**src/rtl/rs_alloc_unit_if.sv**
```systemverilog
// Dispatch/issue port bundle for the reservation-station allocator.
// The dispatch side drives requests and issue frees; the allocator answers with grants and occupancy.
interface rs_alloc_unit_if #(
  parameter int RS_ENT_NUM = 2,
  parameter int RS_ENT_SEL = 1
);
  localparam int CNT_W = $clog2(RS_ENT_NUM + 1);

  // Grant handshake: i_dp_req acts as valid. o_alloc_ok acts as ready for the whole request.
  // A slot is transferred in any cycle where o_alloc_vld[k] is high; there is no partial grant and no wait state.
  logic [1:0]            i_dp_req;
  logic                  i_issue_vld;
  logic [RS_ENT_SEL-1:0] i_issue_sel;
  logic                  i_flush;
  logic                  o_alloc_ok;
  logic [1:0]            o_alloc_vld;
  logic [RS_ENT_SEL-1:0] o_alloc_ent0;
  logic [RS_ENT_SEL-1:0] o_alloc_ent1;
  logic [RS_ENT_NUM-1:0] o_busy_vec;
  logic [CNT_W-1:0]      o_free_cnt;

  modport master (
    output i_dp_req, i_issue_vld, i_issue_sel, i_flush,
    input  o_alloc_ok, o_alloc_vld, o_alloc_ent0, o_alloc_ent1, o_busy_vec, o_free_cnt
  );

  modport slave (
    input  i_dp_req, i_issue_vld, i_issue_sel, i_flush,
    output o_alloc_ok, o_alloc_vld, o_alloc_ent0, o_alloc_ent1, o_busy_vec, o_free_cnt
  );
endinterface

```
**src/rtl/rs_alloc_unit.sv**
```systemverilog
// Two-wide in-order reservation-station entry allocator.
// The busy vector is the only state; grants come combinationally from the registered busy vector.
module rs_alloc_unit #(
  parameter int RS_ENT_NUM = 2,
  parameter int RS_ENT_SEL = 1
) (
  input  logic clk,
  input  logic reset,
  rs_alloc_unit_if.slave bus
);
  localparam int CNT_W = $clog2(RS_ENT_NUM + 1);

  logic [RS_ENT_NUM-1:0] busy;
  logic [RS_ENT_NUM-1:0] busy_next;
  logic [RS_ENT_NUM-1:0] alloc_mask;
  logic [RS_ENT_NUM-1:0] issue_mask;
  logic [1:0]            req_eff;
  logic [1:0]            req_cnt;
  logic [1:0]            alloc_vld;
  logic                  alloc_ok;
  logic [CNT_W-1:0]      free_cnt;
  logic [RS_ENT_SEL-1:0] ent0;
  logic [RS_ENT_SEL-1:0] ent1;
  logic                  found0;
  logic                  found1;

  // An out-of-order request (younger only) is widened to both slots.
  always_comb begin
    req_eff = (bus.i_dp_req == 2'b10) ? 2'b11 : bus.i_dp_req;
    req_cnt = {1'b0, req_eff[0]} + {1'b0, req_eff[1]};
  end

  always_comb begin
    free_cnt = '0;
    ent0     = '0;
    ent1     = '0;
    found0   = 1'b0;
    found1   = 1'b0;
    for (int i = 0; i < RS_ENT_NUM; i++) begin
      if (!busy[i]) begin
        free_cnt = free_cnt + CNT_W'(1);
        if (!found0) begin
          ent0   = RS_ENT_SEL'(i);
          found0 = 1'b1;
        end else if (!found1) begin
          ent1   = RS_ENT_SEL'(i);
          found1 = 1'b1;
        end
      end
    end
  end

  always_comb begin
    alloc_ok  = (CNT_W'(req_cnt) <= free_cnt) && !bus.i_flush;
    alloc_vld = req_eff & {2{alloc_ok}};
  end

  // Issue only clears entries busy before this edge, so a same-cycle grant to that index survives.
  always_comb begin
    alloc_mask = '0;
    issue_mask = '0;
    for (int i = 0; i < RS_ENT_NUM; i++) begin
      if (alloc_vld[0] && (ent0 == RS_ENT_SEL'(i))) alloc_mask[i] = 1'b1;
      if (alloc_vld[1] && (ent1 == RS_ENT_SEL'(i))) alloc_mask[i] = 1'b1;
      if (bus.i_issue_vld && (bus.i_issue_sel == RS_ENT_SEL'(i))) issue_mask[i] = 1'b1;
    end
    busy_next = bus.i_flush ? '0 : ((busy | alloc_mask) & ~(issue_mask & busy));
  end

  always_ff @(posedge clk or posedge reset) begin
    if (reset) busy <= '0;
    else       busy <= busy_next;
  end

  assign bus.o_alloc_ok   = alloc_ok;
  assign bus.o_alloc_vld  = alloc_vld;
  assign bus.o_alloc_ent0 = ent0;
  assign bus.o_alloc_ent1 = ent1;
  assign bus.o_busy_vec   = busy;
  assign bus.o_free_cnt   = free_cnt;
endmodule

```
**src/flat_wrapper.sv**
```systemverilog
// flat-port wrapper written by rule: the top's interface ports become plain ports
module rs_alloc_unit_flat 
#(
  parameter int RS_ENT_NUM = 2,
  parameter int RS_ENT_SEL = 1
)
  (clk, reset, bus_i_dp_req, bus_i_issue_vld, bus_i_issue_sel, bus_i_flush, bus_o_alloc_ok, bus_o_alloc_vld, bus_o_alloc_ent0, bus_o_alloc_ent1, bus_o_busy_vec, bus_o_free_cnt);
  rs_alloc_unit_if #(.RS_ENT_NUM(RS_ENT_NUM), .RS_ENT_SEL(RS_ENT_SEL)) bus_i ();
  input  logic clk;
  input  logic reset;
  input wire logic [$bits(bus_i.i_dp_req)-1:0] bus_i_dp_req;
  input wire logic [$bits(bus_i.i_issue_vld)-1:0] bus_i_issue_vld;
  input wire logic [$bits(bus_i.i_issue_sel)-1:0] bus_i_issue_sel;
  input wire logic [$bits(bus_i.i_flush)-1:0] bus_i_flush;
  output wire logic [$bits(bus_i.o_alloc_ok)-1:0] bus_o_alloc_ok;
  output wire logic [$bits(bus_i.o_alloc_vld)-1:0] bus_o_alloc_vld;
  output wire logic [$bits(bus_i.o_alloc_ent0)-1:0] bus_o_alloc_ent0;
  output wire logic [$bits(bus_i.o_alloc_ent1)-1:0] bus_o_alloc_ent1;
  output wire logic [$bits(bus_i.o_busy_vec)-1:0] bus_o_busy_vec;
  output wire logic [$bits(bus_i.o_free_cnt)-1:0] bus_o_free_cnt;
  assign bus_i.i_dp_req = bus_i_dp_req;
  assign bus_i.i_issue_vld = bus_i_issue_vld;
  assign bus_i.i_issue_sel = bus_i_issue_sel;
  assign bus_i.i_flush = bus_i_flush;
  assign bus_o_alloc_ok = bus_i.o_alloc_ok;
  assign bus_o_alloc_vld = bus_i.o_alloc_vld;
  assign bus_o_alloc_ent0 = bus_i.o_alloc_ent0;
  assign bus_o_alloc_ent1 = bus_i.o_alloc_ent1;
  assign bus_o_busy_vec = bus_i.o_busy_vec;
  assign bus_o_free_cnt = bus_i.o_free_cnt;
  rs_alloc_unit #(.RS_ENT_NUM(RS_ENT_NUM), .RS_ENT_SEL(RS_ENT_SEL)) u_core (.clk(clk), .reset(reset), .bus(bus_i));
endmodule
```
**config.mk**
```make
export PLATFORM = sky130hd
export DESIGN_NAME = rs_alloc_unit_flat
export DESIGN_NICKNAME = d
export VERILOG_FILES = /design/src/rtl/rs_alloc_unit_if.sv /design/src/rtl/rs_alloc_unit.sv /design/src/flat_wrapper.sv
export SDC_FILE = /design/constraint.sdc
export NUM_CORES = 1
export LEC_CHECK = 0
export CAP_MARGIN = 20
export CORE_AREA = 2 2 39 41
export CTS_BUF_LIST = sky130_fd_sc_hd__clkbuf_16
export DETAILED_ROUTE_END_ITERATION = 8
export DIE_AREA = 0 0 41 43
export PLACE_DENSITY = 0.52
export SLEW_MARGIN = 15
export SYNTH_ARGS = -nofsm -noshare
export SYNTH_HDL_FRONTEND = slang
export SYNTH_SLANG_ARGS = --single-unit
export TNS_END_PERCENT = 5
```
**constraint.sdc**
```tcl
create_clock -name clk -period 2.05 [get_ports clk]
set_clock_uncertainty 0.05 [all_clocks]
set_input_delay 0.615 -clock clk [delete_from_list [all_inputs] [get_ports clk]]
set_output_delay 0.615 -clock clk [all_outputs]
set_load 0.05 [all_outputs]
```
==> impl_metrics.toml <==
[place]
place.gp.congestion = 0.597
portBuffers = 15
pre_cts_ws_ns = -0.780
dp_hpwl_um = 628
placedInstanceArea_um2 = 573

[detailed_routing]
drt-pass1-iter-count = 2
wl_um = 758
wire_per_inst_um = 11.0
drcViolationCount = 0
drt_iter0_markers = 3
antenna_left = 0
vias_per_cell = 4.35
vias = 300

[global_routing]
grt_pass1_wl_um = 1260
track_usage = 0.112
antenna_found_initial = 0
grt_max_degree = 7
grt_pass1_vias = 309
overflow = 0

[finish]
mostFrequentLayoutCell = "buf_4"
final.fill_count = 138
diodes = 0
syn_to_final_growth_pct = 165
layout_common_cells = "10 x buf_4, 7 x buf_12, 4 x clkdlybuf4s50_1"
nets = 66
final_layout_size_suffix_gt1_frac = 0.679
largest_reg_flops = 2
design_area_um2 = 663
multi_input_area_um2 = 214
register_area_um2 = 52.6

[critical_path]
crit_type = "reg2out"
crit_path_end_kind = "output port"
required_ns = 1.38
arrival_ns = 1.83
ff2ff_setup_slack_ns = 0.14
reg2reg_depth = 9
r2r_end = "u_core.bus.o_busy_vec[0]"
timing.rr.start = "u_core.bus.o_busy_vec[1]"
path_max_fanout = 3
startpoint_type = "flop"

[synth]
syn_nets = 39
syn_inst = 28
yosysTopAreaCell = "dfrtp_1"
post_synth.cell_area_avg_um2 = 8.94
synth.distinct_cells = 18
synth_seq_cells = 2
synth_area_leaders = "dfrtp_1 20%, ha_1 20%, o31ai_4 8.5%"
ys_warn_count = 0
ys_seq_area_frac = 0.200
synth_area_um2 = 250
netlist.area_leader.share = 0.200

[die]
start_util = 0.181
design.die.area_um2 = 1760
coreArea_um2 = 1380
io_pins = 16
fp.dieH_um = 43
die_w_um = 41
placementRows = 14

[clocking]
clock_latency_ns = 0.22
clkTransAtPathRegs_ns = 0.03
h-tree-depth = 1
root_buffer = "clkbuf_16"
hold_buffers = 0
cts_sinks = 2
cts_tree = "built"
numCtsBuffers = 3
clk_path_buf_depth = 2

[timing]
relSlewSlack = 0.815
max_freq_mhz = 401
worstMarginPinSlew_ns = 0.278
rsz0062_at_grt = "yes"
finalHoldViolations = 0
min_period_ns = 2.49
period_share = 1.22
setup_ws_ns = -0.441
slew_viol_final = 0
setup_viol = 3

[run_status]
violations = "setup timing"
status = "finished, violations left"

[worst_hold_path]
worstHoldPathType = "in2async"

[flow_run]
maxCapViolCount = 0
==> cells in the mapped netlist <==
| cell | instances |
|---|---|
| inv_1 | 5 |
| ha_1 | 4 |
| a31oi_1 | 2 |
| dfrtp_1 | 2 |
| o211ai_1 | 2 |
| a211oi_1 | 1 |
| a21oi_1 | 1 |
| a31o_2 | 1 |
| and2_2 | 1 |
| buf_4 | 1 |
| clkbuf_1 | 1 |
| nand2_1 | 1 |
| nand2b_1 | 1 |
| nand3b_1 | 1 |
| nor2_1 | 1 |
| nor2b_4 | 1 |
| o21a_1 | 1 |
| o31ai_4 | 1 |
==> cell families (layout without fill, tap and decap cells) <==
| family | Yosys count | after routing | share of synthesized area |
|---|---|---|---|
| flops | 2 | 2 | 0.200 |
| simple gates | 6 | 6 | 0.170 |
| buf+inv | 7 | 32 | 0.120 |
| compound gates | 9 | 9 | 0.310 |
| fa+ha+maj | 4 | 4 | 0.200 |
==> through the flow <==
| step | TNS (ns) | instances | hold WS, ns | util |
|---|---|---|---|---|
| 2_1_floorplan | -2.95 | 28 | 0.306 | - |
| 3_3_place_gp | -2.85 | 65 | 0.626 | 0.414 |
| 3_5_place_dp | -3.13 | 65 | 0.620 | 0.414 |
| 4_1_cts | -1.38 | 69 | 0.508 | 0.484 |
| 5_1_grt | -1.46 | 69 | 0.519 | 0.479 |
| 6_report | -1.27 | 69 | 0.504 | 0.479 |
==> metal layers <==
layer | up-vias | wire length (um) | global-route usage
met5 | - | 0 | 0
met3 | 4 | 64 | 0.0314
met4 | 0 | 31 | 0.100
li1 | 148 | - | -
met2 | 13 | 351 | 0.163
met1 | 135 | 311 | 0.124
==> critical path, cell delays in order, from the launching register on <==
cell     delay, ns
dfrtp_2       0.40
inv_2         0.08
ha_4          0.14
inv_4         0.04
ha_4          0.20
nor2b_4       0.12
o31ai_4       0.29
and2_4        0.21
buf_12        0.13
==> repair_timing <==
| item | 4_1_cts | 5_1_grt |
|---|---|---|
| pin swaps | 4 | 1 |
| resized for setup | 7 | 1 |
| buffers inserted | 1 | 0 |
| setup endpoints to repair | 5 | 3 |
==> worst max path at each step <==
stage / startpoint / endpoint / slack, ns / depth (start not counted)
2_1_floorplan: u_core.bus.o_busy_vec[1] / bus_o_alloc_vld[1] / -0.89 / 7
3_3_place_gp: bus_i_dp_req[1] / bus_o_alloc_ok / -0.73 / 7
3_5_place_dp: bus_i_dp_req[1] / bus_o_alloc_ok / -0.78 / 7
4_1_cts: u_core.bus.o_busy_vec[1] / bus_o_alloc_vld[1] / -0.48 / 8
5_1_grt: u_core.bus.o_busy_vec[1] / bus_o_alloc_vld[1] / -0.50 / 8
6_report: u_core.bus.o_busy_vec[1] / bus_o_alloc_vld[1] / -0.44 / 8
==> area by class of cell <==
| type | count | share of cell area |
|---|---|---|
| Timing Repair Buffer | 24 | 0.423 |
| Multi-Input combinational cell | 19 | 0.323 |
| Clock buffer | 3 | 0.113 |
| Sequential cell | 2 | 0.0792 |
| Inverter | 5 | 0.0321 |
| Tap cell | 16 | 0.0302 |
Power is not shown: default switching activity piles up to over one toggle a cycle in this logic, so the estimate is an artifact.
